===== config.mk =====
export PLATFORM = sky130hd
export DESIGN_NAME = seq_pattern_detector
export DESIGN_NICKNAME = d
export VERILOG_FILES = /design/src/rtl/seq_det_pkg.sv /design/src/rtl/sat_counter.sv /design/src/rtl/seq_pattern_detector.sv
export SDC_FILE = /design/constraint.sdc
export NUM_CORES = 1
export LEC_CHECK = 0
export CAP_MARGIN = 20
export CORE_MARGIN = 4
export CORE_UTILIZATION = 59
export CTS_CLUSTER_SIZE = 28
export DETAILED_ROUTE_END_ITERATION = 12
export PLACE_DENSITY_LB_ADDON = 0.2
export SETUP_SLACK_MARGIN = 0.02
export SYNTH_ARGS = -nofsm -noshare
export SYNTH_HDL_FRONTEND = slang
export SYNTH_SLANG_ARGS = --single-unit

===== constraint.sdc =====
create_clock -name clock -period 9.7 [get_ports clock]
set_input_delay 1.94 -clock clock [delete_from_list [all_inputs] [get_ports clock]]
set_output_delay 1.94 -clock clock [all_outputs]
set_load 0.01 [all_outputs]

===== src/rtl/seq_det_pkg.sv =====
// Shared types and defaults for the serial pattern detector.
// The default configuration detects overlapping 1011.
package seq_det_pkg;

  typedef enum logic [1:0] {
    IDLE = 2'd0,
    FILL = 2'd1,
    HUNT = 2'd2
  } state_t;

  // Width able to hold every length from 0 to max_len inclusive.
  function automatic int len_width(input int max_len);
    return $clog2(max_len + 1);
  endfunction

  localparam logic [31:0] DEF_PATTERN_C = 32'b1011;
  localparam int          DEF_LEN_C     = 4;
  localparam bit          DEF_OVERLAP_C = 1'b1;

endpackage


===== src/rtl/sat_counter.sv =====
// Up-counter that sticks at all-ones instead of wrapping.
// clr takes priority over inc.
module sat_counter #(
  parameter int W = 16
) (
  input  logic         clock,
  input  logic         reset,
  input  logic         inc,
  input  logic         clr,
  output logic [W-1:0] cnt
);

  always_ff @(posedge clock or posedge reset) begin
    if (reset) begin
      cnt <= '0;
    end else if (clr) begin
      cnt <= '0;
    end else if (inc && (cnt != {W{1'b1}})) begin
      cnt <= cnt + 1'b1;
    end
  end

endmodule


===== src/rtl/seq_pattern_detector.sv =====
// Runtime-programmable serial pattern detector with overlap control,
// one-cycle registered match pulse and a saturating match counter.
module seq_pattern_detector
  import seq_det_pkg::*;
#(
  parameter int                 MAX_LEN     = 8,
  parameter int                 CNT_W       = 16,
  parameter logic [MAX_LEN-1:0] DEF_PATTERN = MAX_LEN'(DEF_PATTERN_C),
  parameter int                 DEF_LEN     = DEF_LEN_C,
  parameter bit                 DEF_OVERLAP = DEF_OVERLAP_C,
  localparam int                LEN_W       = len_width(MAX_LEN)
) (
  input  logic               clock,
  input  logic               reset,
  input  logic               cfg_load,
  input  logic [MAX_LEN-1:0] cfg_pattern,
  input  logic [LEN_W-1:0]   cfg_len,
  input  logic               cfg_overlap,
  input  logic               in_valid,
  input  logic               sequence_in,
  output logic               detector_out,
  output logic [CNT_W-1:0]   match_count,
  output logic [1:0]         state_out
);

  localparam logic [LEN_W-1:0] RESET_LEN =
    (DEF_LEN > MAX_LEN) ? LEN_W'(MAX_LEN) : LEN_W'(DEF_LEN);
  localparam state_t RESET_STATE = (DEF_LEN > 0) ? FILL : IDLE;

  function automatic logic [LEN_W-1:0] clamp_len(input logic [LEN_W-1:0] len);
    return (int'(len) > MAX_LEN) ? LEN_W'(MAX_LEN) : len;
  endfunction

  logic [MAX_LEN-1:0] pattern_q;
  logic [LEN_W-1:0]   len_q;
  logic               overlap_q;
  logic [MAX_LEN-1:0] hist_q;
  logic [LEN_W-1:0]   fill_q;
  logic [LEN_W-1:0]   fill_inc;
  logic [LEN_W-1:0]   fill_d;
  logic               detector_q;
  state_t             state_q;
  state_t             state_d;

  // The newest bit sits in position 0; the top bit only matters for the mask.
  logic [MAX_LEN:0]   window;
  logic [MAX_LEN:0]   mask;
  logic               window_full;
  logic               match;

  assign window = {hist_q, sequence_in};

  // NOTE: every variable driven here gets a default first, so no path can
  // leave it unassigned and synthesis never infers a latch.
  always_comb begin
    mask = '0;
    for (int i = 0; i <= MAX_LEN; i++) begin
      mask[i] = (i < int'(len_q));
    end
  end

  assign window_full = (({1'b0, fill_q} + 1'b1) >= {1'b0, len_q});
  assign match = in_valid && !cfg_load && (len_q != '0) && window_full &&
                 ((window & mask) == ({1'b0, pattern_q} & mask));

  assign fill_inc = (fill_q < len_q) ? fill_q + 1'b1 : fill_q;
  assign fill_d   = (match && !overlap_q) ? '0 : fill_inc;

  always_comb begin
    state_d = state_q;
    if (cfg_load) begin
      state_d = (clamp_len(cfg_len) == '0) ? IDLE : FILL;
    end else if (in_valid) begin
      if (len_q == '0) begin
        state_d = IDLE;
      end else if (({1'b0, fill_d} + 1'b1) < {1'b0, len_q}) begin
        state_d = FILL;
      end else begin
        state_d = HUNT;
      end
    end
  end

  // NOTE: clocked state uses non-blocking assignments so every register
  // samples the pre-edge values regardless of statement order.
  always_ff @(posedge clock or posedge reset) begin
    if (reset) begin
      state_q <= RESET_STATE;
    end else begin
      state_q <= state_d;
    end
  end

  always_ff @(posedge clock or posedge reset) begin
    if (reset) begin
      pattern_q  <= DEF_PATTERN;
      len_q      <= RESET_LEN;
      overlap_q  <= DEF_OVERLAP;
      hist_q     <= '0;
      fill_q     <= '0;
      detector_q <= 1'b0;
    end else if (cfg_load) begin
      pattern_q  <= cfg_pattern;
      len_q      <= clamp_len(cfg_len);
      overlap_q  <= cfg_overlap;
      hist_q     <= '0;
      fill_q     <= '0;
      detector_q <= 1'b0;
    end else begin
      detector_q <= match;
      if (in_valid) begin
        hist_q <= window[MAX_LEN-1:0];
        fill_q <= fill_d;
      end
    end
  end

  sat_counter #(
    .W(CNT_W)
  ) u_match_counter (
    .clock (clock),
    .reset (reset),
    .inc   (match),
    .clr   (cfg_load),
    .cnt   (match_count)
  );

  assign detector_out = detector_q;
  assign state_out    = state_q;

endmodule

# Word-level counts from Yosys, hierarchy flattened
# Index checks and enable logic that the tools add are counted.
# totals
inputBits	18
output_inout_bits	19
register_bits	44
elab_cells	57
# op_classes
n_addsub	4
n_reduce_logical	13
bitwise	2
order_cmp	13
n_eq_ne	2
mux	15
# ops
op	count
$mux 16	2
$mux 4	5
$add 16x1->16 const B	1
$lt 3x4->1 const A	4
$mux 8	2
$ne 16x16->1 const B	1
$add 4x1->5 const B	2
$and 8x9->9	1
$and 9x9->9	1
$eq 9x9->1	1
$logic_not 4->1	2
$lt 1x4->1 const A	2
$lt 2x4->1 const A	2
$mux 2	4
$logic_and 1x1->1	6
$ge 5x4->1	1
$lt 5x4->1	1
$add 4x1->4 const B	1
$gt 4x4->1 const B	1
$lt 4x4->1	1
$lt 4x4->1 const A	1
$reduce_bool 2->1	2
$reduce_bool 4->1	1
$logic_not 1->1	2
$mux 1	2

# Depth between registers and ports, before layout
# depth
depth_word	13
ltp_mapped	16
mapped_depth_nobuf	16

# By module
# From an unflattened synthesis, not the netlist that was laid out.
# hier_totals
hier_cells	291
area_unflattened_um2	2824.0
# by_module_without_submodules
module	seq_area_each_um2	n_inst	cells_each	area_per_inst_um2
seq_pattern_detector	708.2	1	190	1891.8
sat_counter	400.4	1	101	932.1

# Least setup slack after synthesis
# Ideal clock, no wire load.
# synth_path
path_type	input to register
startpoint	input in_valid
endpoint	register state_q[1], in the netlist state_out[1]
required_time_ns	9.579
path_buffers	1
setup_ns	0.121
t_arrival_ns	4.533
cell_stages	13
path_slack_ns	5.046
path_cell_list	clkbuf_1 -> nand2b_1 -> a211oi_2 -> nand4b_2 -> nor4_4 -> a21oi_1 -> ha_1 -> xnor2_1 -> ha_1 -> a211o_1 -> o31ai_1 -> o311ai_1 -> a22o_1
# synth_between
elab_chain_len	12
word_cells_on_any_way	13
cone_classes	add/sub (1); order compare (1); mux (5); reduce/logical (6)
# synth_rtl
element	line_no	text
from (decl)	seq_pattern_detector.sv:19	input logic in_valid,
$logic_and 1x1->1 (4 in series)	seq_pattern_detector.sv:63	assign match = in_valid && !cfg_load && (len_q != '0) && window_full &&
$logic_and 1x1->1	seq_pattern_detector.sv:67	assign fill_d = (match && !overlap_q) ? '0 : fill_inc;
$mux 4	seq_pattern_detector.sv:67	
$add 4x1->5	seq_pattern_detector.sv:76	end else if (({1'b0, fill_d} + 1'b1) < {1'b0, len_q}) begin
$lt 5x4->1	seq_pattern_detector.sv:76	
$mux 2	seq_pattern_detector.sv:76	
$mux 2	seq_pattern_detector.sv:74	if (len_q == '0) begin
$mux 2	seq_pattern_detector.sv:73	end else if (in_valid) begin
$mux 2	seq_pattern_detector.sv:71	if (cfg_load) begin
to (signal assigned)	seq_pattern_detector.sv:90	state_q <= state_d;
to (decl)	seq_pattern_detector.sv:42	state_t state_q;
# Parallel ways exist; a longest one is shown, timed or not. The select of a mux whose other input is x is not followed.
# A chain may end at the register's enable or synchronous reset.

# Worst setup path in the final report
# Same ends and word-level chain as after synthesis.

==> flow_metrics.env <==
export IMPL_status="complete, no violations"
export IMPL_num_fill_cells=301
export IMPL_regArea_sq_um=1110
export IMPL_startpoint_type="input pin"
export IMPL_slew_viol_final=0
export IMPL_yosysTopAreaCell="dfrtp_1"
export IMPL_crit_required_ns=9.88
export IMPL_core_area_sq_um=4120
export IMPL_ys_seq_area_share_pct=43.2
export IMPL_setup_tns_ns=0
export IMPL_hpwl_mm=3.93
export IMPL_async_reset_ff_share_pct=100
export IMPL_synth_ff_type="dfrtp_1"
export IMPL_clk_pin_slew_worst_paths_ns=0.09
export IMPL_ant_nets=0
export IMPL_cp_end_kind="flop"
export IMPL_syn_cell_area_sq_um=2560
export IMPL_clock_sink_count=44
export IMPL_finalCritPeriodShare_pct=59.1
export IMPL_multi_input_area_sq_um=1380
export IMPL_synth_common_cells="38 x dfrtp_1, 36 x nor2_1, 20 x xor2_1"
export IMPL_io_pins=37
export IMPL_synth_area_top_cells="dfrtp_1 37%, ha_1 6.8%, xor2_1 6.8%, dfstp_2 6.1%, nor2_1 5.3%"
export IMPL_first_iter_violations=146
export IMPL_p_per_area_nw_per_um2=139
export IMPL_busiest_layer="met2"
export IMPL_cts_made_buffers=5
export IMPL_die_y_um=73.9
export IMPL_wl_per_cell_um=15.9
export IMPL_drv_cap=0
export IMPL_cts_hold_buffers_added=0
export IMPL_crit_start="in_valid"
export IMPL_placed_cell_area_sq_um=2950
export IMPL_grt_ovfl_total=0
export IMPL_dr_pass1_iters=4
export IMPL_vias=1982
export IMPL_grt_util_met1_pct=29.5
export IMPL_clock_skew_ns=0.00874
export IMPL_fin_cells=342
export IMPL_syn_num_nets=289
export IMPL_ys_types=44
export IMPL_rr_startpoint="fill_q[0]$_DFFE_PP0P_"
export IMPL_fin_area_sq_um=3080
export IMPL_drt_total_wl_mm=5.43
export IMPL_drive_gt1_share_pct=11.3
export IMPL_grt_usage_pct=22.6
export IMPL_final_net_count=323
export IMPL_cellLeakagePower_nw=1.33
export IMPL_rsz0062_at_grt="no"
export IMPL_rows=23
export IMPL_cts_max_level=2
export IMPL_use_met3_pct=5.68
export IMPL_cts_setup_buffers=0
export IMPL_final_min_clock_period_ns=5.73
export IMPL_cts_buffer_depth=2
export IMPL_cts_root_buf="clkbuf_8"
export IMPL_drc=0
export IMPL_via_per_inst=5.80
export IMPL_synth_area_per_cell_sq_um=9.98
export IMPL_hold_viol=0
export IMPL_die_area_sq_um=5470
export IMPL_synth_edf_count=0
export IMPL_arrival_ns=5.92
export IMPL_relSlewSlack_pct=44.2
export IMPL_synth_ff_latch_count=44
export IMPL_finalSetupViolations=0
export IMPL_worst_setup_path_type="in -> reg"
export IMPL_use_met2_pct=36.9
export IMPL_insertion_delay_ns=0.30
export IMPL_grt_pass1_vias=2025
export IMPL_crit_fanout=17
export IMPL_worstMarginPinSlew_ns=0.831
export IMPL_grt_pass1_wl_mm=9.54
export IMPL_synthesis_instances=257
export IMPL_antenna_found_initial=0
export IMPL_hp_start="u_match_counter.cnt[11]$_DFFE_PP0P_"
export IMPL_grt_max_degree=50
export IMPL_cts_tree="done"
export IMPL_cts_resized=0
export IMPL_ir_drop_uv=121
export IMPL_yosysWarningCount=0
export IMPL_synth_top_area_share_pct=37.1
export IMPL_hp_class="reg -> reg"
export IMPL_areaGrowthSynthToFinish_pct=19.9
export IMPL_num_antenna_cells=0
export IMPL_dieWidth_um=73.9
export IMPL_yosysMostFrequentCell="dfrtp_1"
export IMPL_place_port_buffers=36
export IMPL_globalplace_congestion=0.867
export IMPL_initial_core_util_pct=62.3
export IMPL_dp_cells=334
export IMPL_fmax_mhz=174
export IMPL_worst_r2r_setup_slack_ns=5.60
==> area by class of cell <==
cell class,instances,area share (%)
Timing Repair Buffer,38,12.2
Clock buffer,6,2.69
Sequential cell,44,36.0
Multi-Input combinational cell,194,44.8
Clock inverter,2,1.26
Tap cell,50,2.03
Inverter,8,0.976
==> stage by stage <==
stage	hold slack (ns)	power (mW)	worst slack [ns]	utilization, %
final	0.534	0.428	3.97	74.7
after global routing	0.550	0.451	3.78	74.7
after CTS	0.529	0.431	4.03	74.7
after detailed placement	0.511	0.284	3.79	71.8
after global placement	0.509	0.280	3.96	71.8
after floorplan	0.480	0.259	5.05	-
==> kinds of logic after synthesis <==
group / after synthesis / share of synthesized area, %
and+or+nand+nor: 97 / 20.0
DFF: 44 / 43.2
AOI/OAI and AO/OA: 37 / 9.81
xor gates and xnor gates: 28 / 9.56
buffers and inverters: 19 / 3.07
muxes: 18 / 7.46
adders and majority gates: 14 / 6.83
==> where the power goes <==
group / internal (mW) / leakage, nW / switching (mW)
combinational: 0.0374 / 0.693 / 0.0425
clock: 0.0842 / 0.0614 / 0.0622
sequential: 0.193 / 0.577 / 0.00856
total: 0.315 / 1.33 / 0.113
==> metal layers <==
layer | vias to the layer above | wire, um
met5 | - | 0
met4 | 0 | 72
met3 | 8 | 242
met2 | 44 | 2670
met1 | 960 | 2450
li1 | 970 | -
==> critical path, cell delays in order <==
cell and delay [ns]:
clkdlybuf4s50_1 1.00, nand2b_1 0.29, a211oi_2 0.29, nand4b_2 0.23
nor4_4 0.41, a21oi_1 0.08, ha_1 0.25, xnor2_1 0.18
ha_1 0.27, a211o_1 0.26, o31ai_1 0.25, o311ai_1 0.18
a22o_1 0.27
==> worst paths after layout <==
check                                                            to  depth (start not counted)
worst max-delay path                       state_out[1]$_DFFE_PP0P_                         13
worst min-delay path            u_match_counter.cnt[11]$_DFFE_PP0P_                          1
worst max register to register             state_out[1]$_DFFE_PP0P_                         15
worst min register to register  u_match_counter.cnt[11]$_DFFE_PP0P_                          1
max in group asynchronous                  state_out[0]$_DFFE_PP1P_                          3
min in group asynchronous        u_match_counter.cnt[2]$_DFFE_PP0P_                          3
==> sequential cells by signal (all words and copies together), names as in the netlist <==
| name | flops |
|---|---|
| hist_q | 8 |
| detector_out | 1 |
| overlap_q | 1 |
| pattern_q | 8 |
| u_match_counter.cnt | 16 |
| len_q | 4 |
| fill_q | 4 |
| state_out | 2 |
==> cell usage in the layout, fill, tap and decap left out, types with 2 or more instances in the layout <==
master	netlist	layout
a21oi_1	7	7
and2_1	3	3
and3_1	4	4
buf_4	0	2
clkbuf_8	0	6
clkdlybuf4s50_1	0	36
dfrtp_1	38	38
dfstp_2	6	6
ha_1	14	14
inv_1	8	7
mux2_2	9	9
mux2i_1	9	9
nand2_1	14	14
nand2b_1	5	5
nand3_1	10	10
nand4_1	8	8
nor2_1	36	36
nor2b_1	2	2
nor3_1	3	3
nor3b_1	2	2
nor4_1	2	2
nor4_4	2	2
o21a_1	3	3
o21ai_0	10	10
o22ai_1	3	3
o31ai_1	4	4
xnor2_1	8	8
xor2_1	20	20
Note: power is estimated with default switching activity, not from simulation.
